### config.mk
export PLATFORM = sky130hd
export DESIGN_NAME = jive_srec_loader_flat
export DESIGN_NICKNAME = d
export VERILOG_FILES = /design/src/rtl/jive_srec_pkg.sv /design/src/rtl/jive_srec_loader_if.sv /design/src/rtl/jive_hex_nibble.sv /design/src/rtl/jive_srec_loader.sv /design/src/flat_wrapper.sv
export SDC_FILE = /design/constraint.sdc
export NUM_CORES = 1
export LEC_CHECK = 0
export ABC_AREA = 1
export CAP_MARGIN = 5
export CELL_PAD_IN_SITES_DETAIL_PLACEMENT = 1
export CELL_PAD_IN_SITES_GLOBAL_PLACEMENT = 2
export CORE_ASPECT_RATIO = 0.6
export CORE_UTILIZATION = 36
export DETAILED_ROUTE_END_ITERATION = 6
export PLACE_DENSITY_LB_ADDON = 0.1
export SLEW_MARGIN = 40
export SYNTH_ARGS = -nofsm -noshare
export SYNTH_HDL_FRONTEND = slang
export SYNTH_HIERARCHICAL = 1
export SYNTH_SLANG_ARGS = --single-unit
### constraint.sdc
create_clock -name clk -period 23.5 [get_ports clk]
set_clock_uncertainty 0.05 [all_clocks]
set_input_delay 7.05 -clock clk [delete_from_list [all_inputs] [get_ports clk]]
set_output_delay 7.05 -clock clk [all_outputs]
set_load 0.005 [all_outputs]
### src/rtl/jive_srec_pkg.sv
// Shared types and constants for the S-record boot loader.
// Also holds the per-record-type address-length lookup.
package jive_srec_pkg;

    typedef enum logic [2:0] {
        IDLE,
        HUNT,
        TYPE,
        COUNT,
        ADDR,
        DATA,
        CSUM
    } state_t;

    localparam logic [7:0] ASCII_S  = 8'h53;
    localparam logic [7:0] ASCII_0  = 8'h30;
    localparam logic [7:0] ASCII_4  = 8'h34;
    localparam logic [7:0] ASCII_9  = 8'h39;
    localparam logic [7:0] ASCII_UA = 8'h41;
    localparam logic [7:0] ASCII_UF = 8'h46;
    localparam logic [7:0] ASCII_LA = 8'h61;
    localparam logic [7:0] ASCII_LF = 8'h66;

    // Address field length in bytes for each accepted record type digit.
    function automatic logic [2:0] addr_len_of(input logic [3:0] rec_type);
        case (rec_type)
            4'd2, 4'd8: return 3'd3;
            4'd3, 4'd7: return 3'd4;
            default:    return 3'd2;
        endcase
    endfunction

endpackage

### src/rtl/jive_srec_loader_if.sv
// Byte-stream input and byte-lane memory write port of the S-record loader.
// The loader side is the master; the UART/memory environment is the slave.
interface jive_srec_loader_if #(
    parameter int ADDR_W = 32
);
    logic [7:0]        in_data;
    logic              in_valid;
    logic              in_ready;
    logic [ADDR_W-1:0] mem_addr;
    logic [31:0]       mem_wdata;
    logic [3:0]        mem_bena;
    logic              mem_wren;
    logic              mem_ack;

    modport master (
        input  in_data, in_valid, mem_ack,
        output in_ready, mem_addr, mem_wdata, mem_bena, mem_wren
    );

    modport slave (
        output in_data, in_valid, mem_ack,
        input  in_ready, mem_addr, mem_wdata, mem_bena, mem_wren
    );
endinterface

### src/rtl/jive_hex_nibble.sv
// Combinational ASCII hex digit decoder (0-9, A-F, a-f).
module jive_hex_nibble
    import jive_srec_pkg::*;
(
    input  logic [7:0] ascii,
    output logic [3:0] value,
    output logic       is_hex
);

    // Letters land on 1..6 in the low nibble, so +9 maps them to 10..15.
    always_comb begin
        value  = 4'd0;
        is_hex = 1'b0;
        if (ascii >= ASCII_0 && ascii <= ASCII_9) begin
            value  = ascii[3:0];
            is_hex = 1'b1;
        end else if ((ascii >= ASCII_UA && ascii <= ASCII_UF) ||
                     (ascii >= ASCII_LA && ascii <= ASCII_LF)) begin
            value  = ascii[3:0] + 4'd9;
            is_hex = 1'b1;
        end
    end

endmodule

### src/rtl/jive_srec_loader.sv
// Motorola S-record parser that turns data bytes into byte-lane RAM writes.
// Reports the entry address of the termination record plus sticky status.
module jive_srec_loader
    import jive_srec_pkg::*;
#(
    parameter int ADDR_W = 32
) (
    input  logic                clk,
    input  logic                rst,
    input  logic                start,
    jive_srec_loader_if.master  bus,
    output logic                done,
    output logic [31:0]         entry,
    output logic                err_csum,
    output logic                err_fmt,
    output logic [15:0]         rec_cnt
);

    state_t            state;
    logic [3:0]        rec_type;
    logic [2:0]        addr_len;
    logic [1:0]        addr_idx;
    logic              lo_nibble;
    logic [3:0]        hi_nib;
    logic [7:0]        sum;
    logic [7:0]        data_left;
    logic [31:0]       addr_q;
    logic [ADDR_W-1:0] waddr;

    logic [3:0]        nib_val;
    logic              nib_ok;
    logic              take;
    logic [7:0]        byte_val;
    logic [7:0]        sum_next;
    logic [31:0]       addr_shift;
    logic              is_write_type;
    logic              is_term_type;
    logic              type_ok;

    jive_hex_nibble u_hex (
        .ascii  (bus.in_data),
        .value  (nib_val),
        .is_hex (nib_ok)
    );

    assign bus.in_ready  = (state != IDLE) && !bus.mem_wren;
    assign take          = bus.in_valid && bus.in_ready;
    assign byte_val      = {hi_nib, nib_val};
    assign sum_next      = sum + byte_val;
    assign addr_shift    = {addr_q[23:0], byte_val};
    assign is_write_type = (rec_type >= 4'd1) && (rec_type <= 4'd3);
    assign is_term_type  = (rec_type >= 4'd7) && (rec_type <= 4'd9);
    assign type_ok       = (bus.in_data >= ASCII_0) && (bus.in_data <= ASCII_9) &&
                           (bus.in_data != ASCII_4);

    // Single parser FSM; a pending write blocks input, so the ack path and
    // the byte path never update waddr in the same cycle.
    always_ff @(posedge clk or posedge rst) begin
        if (rst) begin
            state         <= IDLE;
            rec_type      <= 4'd0;
            addr_len      <= 3'd2;
            addr_idx      <= 2'd0;
            lo_nibble     <= 1'b0;
            hi_nib        <= 4'd0;
            sum           <= 8'd0;
            data_left     <= 8'd0;
            addr_q        <= 32'd0;
            waddr         <= '0;
            bus.mem_wren  <= 1'b0;
            bus.mem_addr  <= '0;
            bus.mem_wdata <= 32'd0;
            bus.mem_bena  <= 4'd0;
            done          <= 1'b0;
            entry         <= 32'd0;
            err_csum      <= 1'b0;
            err_fmt       <= 1'b0;
            rec_cnt       <= 16'd0;
        end else if (start) begin
            state        <= HUNT;
            lo_nibble    <= 1'b0;
            bus.mem_wren <= 1'b0;
            done         <= 1'b0;
            entry        <= 32'd0;
            err_csum     <= 1'b0;
            err_fmt      <= 1'b0;
            rec_cnt      <= 16'd0;
        end else begin
            if (bus.mem_wren && bus.mem_ack) begin
                bus.mem_wren <= 1'b0;
                waddr        <= waddr + ADDR_W'(1);
            end

            if (take) begin
                case (state)
                    HUNT: begin
                        if (bus.in_data == ASCII_S)
                            state <= TYPE;
                    end
                    TYPE: begin
                        if (type_ok) begin
                            rec_type  <= bus.in_data[3:0];
                            addr_len  <= addr_len_of(bus.in_data[3:0]);
                            lo_nibble <= 1'b0;
                            state     <= COUNT;
                        end else begin
                            err_fmt <= 1'b1;
                            state   <= HUNT;
                        end
                    end
                    COUNT, ADDR, DATA, CSUM: begin
                        if (!nib_ok) begin
                            err_fmt   <= 1'b1;
                            lo_nibble <= 1'b0;
                            state     <= HUNT;
                        end else if (!lo_nibble) begin
                            hi_nib    <= nib_val;
                            lo_nibble <= 1'b1;
                        end else begin
                            lo_nibble <= 1'b0;
                            case (state)
                                COUNT: begin
                                    if (byte_val < ({5'd0, addr_len} + 8'd1)) begin
                                        err_fmt <= 1'b1;
                                        state   <= HUNT;
                                    end else begin
                                        data_left <= byte_val - {5'd0, addr_len} - 8'd1;
                                        sum       <= byte_val;
                                        addr_q    <= 32'd0;
                                        addr_idx  <= 2'd0;
                                        state     <= ADDR;
                                    end
                                end
                                ADDR: begin
                                    sum      <= sum_next;
                                    addr_q   <= addr_shift;
                                    addr_idx <= addr_idx + 2'd1;
                                    if ({1'b0, addr_idx} == addr_len - 3'd1) begin
                                        waddr <= ADDR_W'(addr_shift);
                                        state <= (data_left == 8'd0) ? CSUM : DATA;
                                    end
                                end
                                DATA: begin
                                    sum       <= sum_next;
                                    data_left <= data_left - 8'd1;
                                    if (is_write_type) begin
                                        bus.mem_wren  <= 1'b1;
                                        bus.mem_addr  <= waddr;
                                        bus.mem_bena  <= 4'b0001 << waddr[1:0];
                                        bus.mem_wdata <= {4{byte_val}};
                                    end
                                    if (data_left == 8'd1)
                                        state <= CSUM;
                                end
                                default: begin
                                    if (sum_next == 8'hFF) begin
                                        rec_cnt <= rec_cnt + 16'd1;
                                        if (is_term_type) begin
                                            entry <= addr_q;
                                            done  <= 1'b1;
                                            state <= IDLE;
                                        end else begin
                                            state <= HUNT;
                                        end
                                    end else begin
                                        err_csum <= 1'b1;
                                        state    <= HUNT;
                                    end
                                end
                            endcase
                        end
                    end
                    default: ;
                endcase
            end
        end
    end

endmodule

### src/flat_wrapper.sv
// flat-port wrapper written by rule: the top's interface ports become plain ports
module jive_srec_loader_flat import jive_srec_pkg::*;
#(
    parameter int ADDR_W = 32
)
  (clk, rst, start, done, entry, err_csum, err_fmt, rec_cnt, bus_in_data, bus_in_valid, bus_mem_ack, bus_in_ready, bus_mem_addr, bus_mem_wdata, bus_mem_bena, bus_mem_wren);
  jive_srec_loader_if #(.ADDR_W(ADDR_W)) bus_i ();
  input  logic clk;
  input  logic rst;
  input  logic start;
  output logic done;
  output logic [31:0] entry;
  output logic err_csum;
  output logic err_fmt;
  output logic [15:0] rec_cnt;
  input wire logic [$bits(bus_i.in_data)-1:0] bus_in_data;
  input wire logic [$bits(bus_i.in_valid)-1:0] bus_in_valid;
  input wire logic [$bits(bus_i.mem_ack)-1:0] bus_mem_ack;
  output wire logic [$bits(bus_i.in_ready)-1:0] bus_in_ready;
  output wire logic [$bits(bus_i.mem_addr)-1:0] bus_mem_addr;
  output wire logic [$bits(bus_i.mem_wdata)-1:0] bus_mem_wdata;
  output wire logic [$bits(bus_i.mem_bena)-1:0] bus_mem_bena;
  output wire logic [$bits(bus_i.mem_wren)-1:0] bus_mem_wren;
  assign bus_i.in_data = bus_in_data;
  assign bus_i.in_valid = bus_in_valid;
  assign bus_i.mem_ack = bus_mem_ack;
  assign bus_in_ready = bus_i.in_ready;
  assign bus_mem_addr = bus_i.mem_addr;
  assign bus_mem_wdata = bus_i.mem_wdata;
  assign bus_mem_bena = bus_i.mem_bena;
  assign bus_mem_wren = bus_i.mem_wren;
  jive_srec_loader #(.ADDR_W(ADDR_W)) u_core (.clk(clk), .rst(rst), .start(start), .bus(bus_i), .done(done), .entry(entry), .err_csum(err_csum), .err_fmt(err_fmt), .rec_cnt(rec_cnt));
endmodule
==> metrics.md, run 1 <==
| Metric | Value |
|---|---|
| H-tree depth | 4 |
| PwrDens | 60.9 nW/um^2 |
| Worst slew margin | 52.8% |
| Synth cell count leaders | 320 x nand2_1, 192 x dfrtp_1, 151 x inv_1, 137 x nand3_1, 125 x o21ai_0 |
| CP max stage delay | 550 ps |
| Root Buffer | clkbuf_16 |
| First-pass GRT wire length | 56200 um |
| Initial Util | 36.8% |
| Final Wtd Congestion | 0.896 |
| Cells after Synth | 1349 |
| Max VDD drop | 0.0364 mV |
| Clock Path Buffers | 2 |
| CTS Hold Bufs | 0 |
| Die Y | 135 um |
| CP max stage cell | clkdlybuf4s50_1 |
| Rows | 48 |
| All-Layer GR Usage | 24.6% |
| WP data arrival | 11180 ps |
| First-pass DRT Iterations | 5 |
| Post-synth EDFFs | 0 |
| Share of layout cells above drive strength 1 | 6.28% |
| Final period utilization | 46.1% |
| Post-synth top area cell | dfrtp_1 |
| DIE WIDTH | 224 um |
| Die area | 30300 sq um |
| Leak | 5.81 nW |
| Port Buffers | 133 |
| Post-DR wirelength/cell | 19.5 um |
| CTS resizes | 0 |
| Synth-to-layout area growth | 19.4% |
| Worst hold path class | reg2reg |
| Post-synthesis area per instance | 7.90 sq um |
| Placed inst area | 12100 sq um |
| Post-CTS setup buffers | 0 |
| Critical Path Fanout Max | 34 |
| Drt drc | 0 |
| Ant. Diodes | 0 |
| Aggregate routed wire length | 36000 um |
| Buf/Inv on CP | 3 |
| Final min period | 10830 ps |
| Worst Setup Start Kind | primary input |
| Net Count, Synth | 1390 |
| Slew at the pin closest to its max-slew limit | 700 ps |
| Top-count cell post-synth | nand2_1 |
| Status | finished clean |
| Most frequent CP cell | nand2_1 |
| Primary FF master, synth | dfrtp_1 |
| Register area share after synthesis | 45.3% |
| #FFs+latches synth | 193 |
| Crit-path cells | clkdlybuf4s50_1, inv_1, ha_1, nor2_1, o21ai_1, nand3_1, nand2_1, ha_1, nand2_1, nand2_1, nand2_1, nand3_1, nand2_1, nand2_1, nor2_1, nand2_1, inv_2, nand3_4, nand2_4, nand3_1, nand2_1 |
| Worst EP required | 23850 ps |
| Initial antenna violation count | 1 |
| CTS Sinks | 193 |
| Max Clk Rate | 92.3 MHz |
| Post-synth cell types | 50 |
| Number of global-route vias before repair | 9286 |
| CTS tree | done |
| Crit path capture type | flop |
| Initial drt markers | 806 |
| Grt total ovfl | 0 |
| Final net count | 1478 |
| DP HPWL | 26600 um |
| TNS Setup | 0 ps |
| Final max-slew violation count | 0 |
| Via count | 9613 |
| Num CTS Buffers | 17 |
| YS warnings | 6 |
| Largest net degree at the start of global routing | 126 |
| Setup CP Type | in2reg |
| Cell family with the largest share of critical-path delay | simple AND/OR/NAND/NOR gates |
| Unrepaired setup endpoints after global routing | false |
| IO Pins | 134 |
| Final setup viols | 0 |
| Max_cap viols | 0 |
| Final hold vios | 0 |
| Final instance area | 12700 sq um |
| Clock latency on the worst-skew pair | 460 ps |
| Number of routed nets with antenna violations | 0 |
| Clk pin slew, worst setup/hold paths | 80 ps |
| DR vias/cell | 5.20 |
| Core area | 28900 sq um |
| Yosys top cell area share | 45.1% |
| Ranking of synthesized cells by area | dfrtp_1 45%, nand2_1 11%, nand3_1 6.4% |
| Fraction of registers with async set/reset | 100% |
| Mapped Area | 10700 sq um |
## power by group
part	total, W	switching, W	internal [W]
Sequential	0.000364	0.0000167	0.000348
Combinational	0.000120	0.0000797	0.0000406
Clock	0.000292	0.000151	0.000141
## placed cells by master (no fill, tap or decap), types with 7 or more instances in the layout
cell and n:
xor2_1 25, clkdlybuf4s50_1 132, inv_6 7, inv_1 150
inv_2 8, clkbuf_16 17, a31oi_1 11, o211ai_1 11
o21ai_1 9, nand3_1 137, nand4_1 13, nand2_1 318
nor3_1 32, a21oi_1 24, nor2_1 86, o22ai_1 40
dfrtp_1 192, ha_1 26, or2_2 7, o21ai_0 125
## metrics by stage
step / hold WS (ps) / power (W) / utilization (%) / setup slack (ps) / std cells
after floorplan: 399 / 0.000439 / - / 11150 / 1349
after global routing: 458 / 0.000812 / 44.0 / 12250 / 1850
final: 435 / 0.000776 / 44.0 / 12670 / 1850
after detailed placement: 417 / 0.000489 / 41.9 / 12170 / 1817
after global placement: 413 / 0.000487 / 41.8 / 12390 / 1815
after CTS: 438 / 0.000783 / 43.9 / 12690 / 1849
## final cells by class
cell class,count,area (sq um)
clock inverters,15,146
flip-flops and latches,193,4830
clock buffers,17,425
inverters,160,616
multi-input cells,924,4800
repair buffers,141,1410
fillers,3544,16200
well taps,400,500
## cell families (layout without fill, tap and decap cells)
| group | Yosys count | after routing | share of synthesized area, % |
|---|---|---|---|
| muxes | 3 | 3 | 0.317 |
| buffers and inverters | 232 | 333 | 9.69 |
| AOI/OAI and AO/OA | 240 | 240 | 12.9 |
| xor gates and xnor gates | 30 | 30 | 2.46 |
| and+or+nand+nor | 623 | 623 | 25.9 |
| DFF | 193 | 193 | 45.3 |
| adders and majority gates | 28 | 28 | 3.43 |
## final timing paths
check | startpoint | endpoint | slack (ps) | depth (start not counted)
hold reg to reg | u_core/bus.mem_addr[15]$_DFFE_PP0P_ | u_core/bus.mem_addr[15]$_DFFE_PP0P_ | 440 | 2
hold / removal | u_core/bus.mem_addr[15]$_DFFE_PP0P_ | u_core/bus.mem_addr[15]$_DFFE_PP0P_ | 440 | 2
setup / recovery | bus_in_data[1] | u_core/entry[1]$_DFFE_PP0P_ | 12670 | 21
setup reg to reg | u_core/hi_nib[2]$_DFFE_PP0P_ | u_core/entry[1]$_DFFE_PP0P_ | 20350 | 14
max in group asynchronous | rst | u_core/waddr[27]$_DFFE_PP0N_ | 15120 | 3
min in group asynchronous | rst | u_core/bus.mem_wdata[27]$_DFFE_PP0P_ | 7110 | 2
## flip-flops by register name, indices dropped and copies added, names as in the netlist
register and cells:
u_core/err_csum 1, u_core/state 3, u_core/waddr 32, u_core/err_fmt 1, u_core/entry 32, u_core/done 1
u_core/bus.mem_wren 1, u_core/bus.mem_bena 4, u_core/rec_type 4, u_core/lo_nibble 1, u_core/bus.mem_wdata 8, u_core/hi_nib 4
u_core/rec_cnt 16, u_core/addr_q 32, u_core/sum 8, u_core/addr_len 3, u_core/data_left 8, u_core/bus.mem_addr 32
u_core/addr_idx 2
## tightest hold or removal path, delay by kind of cell, from the launching register on
family	cells	cell delay [ps]
flip-flops	1	350
AND/OR/NAND/NOR	1	50
AO/OA/AOI/OAI	1	50
## per-layer routing
layer	wire (um)	vias up	GRT usage, %	share of wire, %
li1	-	4595	-	-
met1	19700	4815	39.7	55
met2	14300	188	32.8	40
met3	1720	15	4.73	4.8
met4	280	0	5.59	0.78
met5	0	-	0	0
No activity file was read; power rests on OpenSTA's default activity.
==> inputs of run 2 (changes only) <==
--- a/config.mk
+++ b/config.mk
@@ -10,7 +10,7 @@
 export CELL_PAD_IN_SITES_DETAIL_PLACEMENT = 1
 export CELL_PAD_IN_SITES_GLOBAL_PLACEMENT = 2
 export CORE_ASPECT_RATIO = 0.6
-export CORE_UTILIZATION = 36
+export CORE_UTILIZATION = 33
 export DETAILED_ROUTE_END_ITERATION = 6
 export PLACE_DENSITY_LB_ADDON = 0.1
 export SLEW_MARGIN = 40
==> constraint.sdc (replaced) <==
create_clock -name clk -period 10.1 [get_ports clk]
set_clock_uncertainty 0.05 [all_clocks]
set_input_delay 3.03 -clock clk [delete_from_list [all_inputs] [get_ports clk]]
set_output_delay 3.03 -clock clk [all_outputs]
set_load 0.005 [all_outputs]
==> metrics.md, run 2 (synthesis gave the netlist of run 1 again) <==
| Metric | Value |
|---|---|
| Max_cap viols | 0 (unchanged) |
| Worst slew margin | 46.3% (-6.6 points) |
| Num CTS Buffers | 17 (unchanged) |
| Grt total ovfl | 0 (unchanged) |
| CTS tree | done |
| Ant. Diodes | 0 (unchanged) |
| GR Layer Usage met2 | 31.1% (-1.7 points) |
| Comb power frac | 15.0% (-0.5 points) |
| Busiest grt layer | met1 |
| Post-CTS setup buffers | 0 (unchanged) |
| CP max stage cell | clkdlybuf4s50_1 |
| IO Pins | 134 (unchanged) |
| Die Y | 141 um (+4.4%) |
| Switching Fraction | 30.9% (-0.96 points) |
| Multi-input gate area | 4800 sq um (unchanged) |
| Cell internal pwr | 0.00126 W (+140%) |
| Final net count | 1478 (unchanged) |
| Largest net degree at the start of global routing | 118 (-6.3%) |
| H-tree depth | 4 (unchanged) |
| Fillers | 3782 (+6.7%) |
| Commonest non-fill, non-tap cell in the layout | nand2_1 |
| Port Buffers | 133 (unchanged) |
| Initial drt markers | 639 (-21%) |
| Total net switching power | 0.000563 W (+130%) |
| All-Layer GR Usage | 22.9% (-1.7 points) |
| Clk pin slew, worst setup/hold paths | 70 ps (about the same) |
| CP max stage delay | 610 ps (+60 ps) |
| Max VDD drop | 0.113 mV (+210%) |
| Aggregate routed wire length | 36200 um (+0.65%) |
| DP HPWL | 26900 um (+1.0%) |
| DR vias/cell | 5.08 (-2.2%) |
| Rows | 50 (+4.2%) |
| DIE WIDTH | 234 um (+4.4%) |
| Slew at the pin closest to its max-slew limit | 798 ps (+97.8 ps) |
| Cell family with the largest share of critical-path delay | simple AND/OR/NAND/NOR gates |
| Buf/Inv on CP | 3 (unchanged) |
| Root Buffer | clkbuf_16 |
| Worst EP required | 10450 ps (-13400 ps) |
| Unrepaired setup endpoints after global routing | false |
| Setup CP Type | in2reg |
| Final max-slew violation count | 0 (unchanged) |
| Met3 Use GR | 5.12% (+0.39 points) |
| Die area | 33100 sq um (+9.0%) |
| Reg power frac | 46.4% (-0.5 points) |
| Leak | 5.82 nW (+0.25%) |
| Drt drc | 6 (+6) |
| First-pass DRT Iterations | 7 (+2) |
| Storage element area | 4830 sq um (unchanged) |
| Clock share of power | 38.6% (+1.0 points) |
| Crit-path cells | clkdlybuf4s50_1, inv_1, ha_1, nor2_1, o21ai_1, nand3_1, nand2_1, ha_1, fa_1, nand3_1, nand4_1, nand2_1, nand3_1, nor2_1, nand2_1, inv_2, nand3_4, nand2_4, nand3_1, nand2_1 |
| Failing checks | DRC |
| Leading cell types in the layout, fill and taps excluded | 318 x nand2_1, 192 x dfrtp_1, 150 x inv_1, 137 x nand3_1, 132 x clkdlybuf4s50_1 |
| Clock latency on the worst-skew pair | 460 ps (about the same) |
| Initial Util | 33.9% (-2.9 points) |
| Met1 GRT Util | 36.2% (-3.5 points) |
| Final min period | 6820 ps |
| CTS Hold Bufs | 0 (unchanged) |
| Post-DR wirelength/cell | 19.4 um (-0.21%) |
| Synth-to-layout area growth | 19.8% |
| CTS resizes | 0 (unchanged) |
| Worst Setup Start Kind | primary input |
| PwrDens | 143 nW/um^2 (+130%) |
| Final Wtd Congestion | 0.876 (-2.2%) |
| WP data arrival | 7170 ps (-4010 ps) |
| Crit path capture type | flop |
| Number of global-route vias before repair | 9603 (+3.4%) |
| Utilization after layout | 40.6% (-3.4 points) |
| Final setup viols | 0 (unchanged) |
| First-pass GRT wire length | 57300 um (+2.0%) |
| Critical Path Fanout Max | 34 (unchanged) |
| Initial antenna violation count | 0 (-1) |
| TNS Setup | 0 ps (unchanged) |
| Status | finished with violations |
| Clock Path Buffers | 2 (unchanged) |
| Max Clk Rate | 147 MHz |
| Core area | 31500 sq um (+8.7%) |
| Final period utilization | 67.6% |
| Number of routed nets with antenna violations | 0 (unchanged) |
| Share of layout cells above drive strength 1 | 6.21% (-0.069 points) |
| Worst hold path class | reg2reg |
| Via count | 9485 (-1.3%) |
| CTS Sinks | 193 (unchanged) |
| Final hold vios | 0 (unchanged) |
run 2: worst paths after layout:
kind	startpoint	endpoint	slack, ps	cells past startpoint
setup / recovery	bus_in_data[0]	u_core/entry[30]$_DFFE_PP0P_	3280	20
hold / removal	u_core/bus.mem_addr[0]$_DFFE_PP0P_	u_core/bus.mem_addr[0]$_DFFE_PP0P_	440	2
setup reg to reg	u_core/sum[0]$_DFFE_PP0P_	u_core/entry[30]$_DFFE_PP0P_	7000	13
hold reg to reg	u_core/bus.mem_addr[0]$_DFFE_PP0P_	u_core/bus.mem_addr[0]$_DFFE_PP0P_	440	2
max in group asynchronous	rst	u_core/sum[1]$_DFFE_PP0P_	5710	3
min in group asynchronous	rst	u_core/bus.mem_wdata[27]$_DFFE_PP0P_	3070	2
run 2: through the flow:
stage          total power (W)  std cells  cell area, sq um  hold WS, ps  setup slack, ps
3_3_place_gp           0.00113       1832             12100          412             2940
6_report               0.00182       1866             12800          439             3280
2_1_floorplan          0.00102       1349             10700          399             1770
5_1_grt                0.00191       1866             12800          467             2910
3_5_place_dp           0.00114       1833             12200          424             2800
4_1_cts                0.00184       1865             12700          445             3270
run 2: layout make-up:
type | instances | area share, %
Inverter | 160 | 4.81
Multi-Input combinational cell | 924 | 37.6
Tap cell | 416 | 4.08
Clock inverter | 13 | 1.14
Timing Repair Buffer | 141 | 11.1
Sequential cell | 193 | 37.8
Clock buffer | 19 | 3.47
run 2: routing by layer:
layer	part of all wire (%)	up-vias	wire length (um)
li1	-	4617	-
met1	55	4685	19900
met2	40	163	14400
met3	4.5	20	1650
met4	1.0	0	371
met5	0	-	0
run 2: worst register-to-register path: cells and delay by family (launching register included):
kind / cells / cell delay (ps)
buffers and inverters: 1 / 90
flip-flops: 1 / 390
adder cells (fa/ha/maj): 2 / 760
AND/OR/NAND/NOR: 10 / 1770
run 2: power by group through the flow:
| stage | registers, W | clock network, W | logic (W) |
|---|---|---|---|
| after floorplan | 0.000852 | 0 | 0.000169 |
| after global placement | 0.000861 | 0 | 0.000270 |
| after detailed placement | 0.000861 | 0 | 0.000274 |
| after CTS | 0.000847 | 0.000723 | 0.000275 |
| after global routing | 0.000852 | 0.000751 | 0.000307 |
| final | 0.000847 | 0.000703 | 0.000274 |
==> inputs of run 3 (changes only) <==
==> constraint.sdc (replaced) <==
create_clock -name clk -period 6.67 [get_ports clk]
set_clock_uncertainty 0.05 [all_clocks]
set_input_delay 2.001 -clock clk [delete_from_list [all_inputs] [get_ports clk]]
set_output_delay 2.001 -clock clk [all_outputs]
set_load 0.005 [all_outputs]
==> metrics.md, run 3 (synthesis gave the netlist of run 1 again) <==
| Metric | Value |
|---|---|
| Leak | 5.82 nW (about the same) |
| PnR worst setup slack | 1280 ps (-2000 ps) |
| Post-DR wirelength/cell | 19.9 um (+2.5%) |
| IO Pins | 134 (unchanged) |
| Initial drt markers | 770 (+21%) |
| First-pass DRT Iterations | 7 (unchanged) |
| Failing checks | DRC |
| Commonest non-fill, non-tap cell in the layout | nand2_1 |
| Final max-slew violation count | 0 (unchanged) |
| Final instance area | 12800 sq um (about the same) |
| Final net count | 1481 (+0.20%) |
| Final period utilization | 80.9% |
| Share of layout cells above drive strength 1 | 6.33% (+0.12 points) |
| Max_cap viols | 0 (unchanged) |
| Unrepaired setup endpoints after global routing | false |
| Final setup viols | 0 (unchanged) |
| Num CTS Buffers | 17 (unchanged) |
| Core area | 31500 sq um (unchanged) |
| Worst hold path class | reg2reg |
| Worst Setup Start Kind | primary input |
| Leading cell types in the layout, fill and taps excluded | 318 x nand2_1, 192 x dfrtp_1, 150 x inv_1, 137 x nand3_1, 132 x clkdlybuf4s50_1 |
| Clock Path Buffers | 2 (unchanged) |
| Worst slew margin | 46.2% (about the same) |
| Largest net degree at the start of global routing | 130 (+10%) |
| Crit path capture type | flop |
| Inst Count DP | 1836 (+0.16%) |
| DIE WIDTH | 234 um (unchanged) |
| Max Clk Rate | 185 MHz |
| TNS Setup | 0 ps (unchanged) |
| Grt total ovfl | 0 (unchanged) |
| Number of routed nets with antenna violations | 0 (unchanged) |
| All-Layer GR Usage | 23.3% (+0.41 points) |
| Placed inst area | 12200 sq um (+0.12%) |
| Fin cells | 1869 (+0.16%) |
| Clk pin slew, worst setup/hold paths | 80 ps (about the same) |
| DR vias/cell | 5.13 (+0.84%) |
| Pre-CTS WS | 842 ps (-1960 ps) |
| Synth-to-layout area growth | 19.8% (about the same) |
| Final Wtd Congestion | 0.865 (-1.3%) |
| Final min period | 5390 ps |
| Final hold vios | 0 (unchanged) |
| Status | finished with violations |
| Rows | 50 (unchanged) |
| DP HPWL | 27700 um (+3.0%) |
| CTS resizes | 0 (unchanged) |
| Post-CTS setup buffers | 0 (unchanged) |
| CTS Hold Bufs | 0 (unchanged) |
| Max VDD drop | 0.190 mV (+68%) |
| Slew at the pin closest to its max-slew limit | 806 ps (+8.66 ps) |
| Utilization after layout | 40.6% (about the same) |
| CTS tree | done |
| Initial antenna violation count | 0 (unchanged) |
| Root Buffer | clkbuf_16 |
| Drt drc | 8 (+2) |
| Number of global-route vias before repair | 9525 (-0.81%) |
| WP data arrival | 5750 ps (-1420 ps) |
| H-tree depth | 4 (unchanged) |
| CTS Sinks | 193 (unchanged) |
| First-pass GRT wire length | 57800 um (+0.87%) |
| Aggregate routed wire length | 37200 um (+2.7%) |
| Setup CP Type | in2reg |
| Critical Path Fanout Max | 32 (-5.9%) |
| Ant. Diodes | 0 (unchanged) |
| Via count | 9580 (+1.0%) |
| PwrDens | 215 nW/um^2 (+51%) |
| Die Y | 141 um (unchanged) |
| Port Buffers | 133 (unchanged) |
| Initial Util | 33.9% (unchanged) |
| Die area | 33100 sq um (unchanged) |
| Worst EP required | 7020 ps (-3430 ps) |
| Clock latency on the worst-skew pair | 460 ps (about the same) |
[run 3: power breakdown]
group / internal, W / total [W] / leakage (nW) / switching [W]
clock network: 0.000531 / 0.00105 / 0.277 / 0.000516
logic: 0.000145 / 0.000417 / 3.16 / 0.000272
registers: 0.00122 / 0.00128 / 2.38 / 0.0000588
[run 3: per-layer routing]
metal,GRT usage (%),up-vias,part of all wire [%]
met2,30.9,165,39
li1,-,4607,-
met5,0,-,0
met3,3.80,25,3.7
met1,38.0,4783,56
met4,5.33,0,0.96
[run 3: worst paths after layout]
kind / startpoint / slack (ps) / cells after the start / to
max: bus_in_data[1] / 1280 / 22 / u_core/entry[14]$_DFFE_PP0P_
min: u_core/waddr[31]$_DFFE_PP0N_ / 430 / 2 / u_core/waddr[31]$_DFFE_PP0N_
max reg2reg: u_core/addr_len[1]$_DFFE_PP1P_ / 3490 / 8 / u_core/waddr[9]$_DFFE_PP0N_
min reg2reg: u_core/waddr[31]$_DFFE_PP0N_ / 430 / 2 / u_core/waddr[31]$_DFFE_PP0N_
max in group asynchronous: rst / 3500 / 3 / u_core/addr_q[29]$_DFFE_PP0P_
min in group asynchronous: rst / 1920 / 2 / u_core/bus.mem_bena[1]$_DFFE_PP0P_
[run 3: final cells by class]
type                            instances  area, sq um
Clock inverter                         13          148
Fill cell                            3765        18700
Sequential cell                       193         4830
Clock buffer                           19          433
Multi-Input combinational cell        924         4800
Inverter                              160          606
Tap cell                              416          520
Timing Repair Buffer                  144         1440
[run 3: per-stage QoR]
step / total power (W) / hold WS (ps)
2_1_floorplan: 0.00155 / 399
3_3_place_gp: 0.00171 / 413
3_5_place_dp: 0.00172 / 416
4_1_cts: 0.00278 / 436
5_1_grt: 0.00288 / 460
6_report: 0.00275 / 433
[run 3: worst max-delay path, stage by stage]
cell and delay [ps]:
clkdlybuf4s50_1 630, inv_1 130, ha_1 220, nor2_1 90, nand3_1 130, nand3_1 120, nand2_1 270, ha_1 540
nand2_1 80, nand2_1 120, inv_1 70, nand2_1 90, nand2_1 60, nand2_1 90, nand3_1 80, nor2_1 160
nand2_1 120, inv_2 100, nand3_4 80, nand2_4 310, nand3_1 150, nand2_1 100
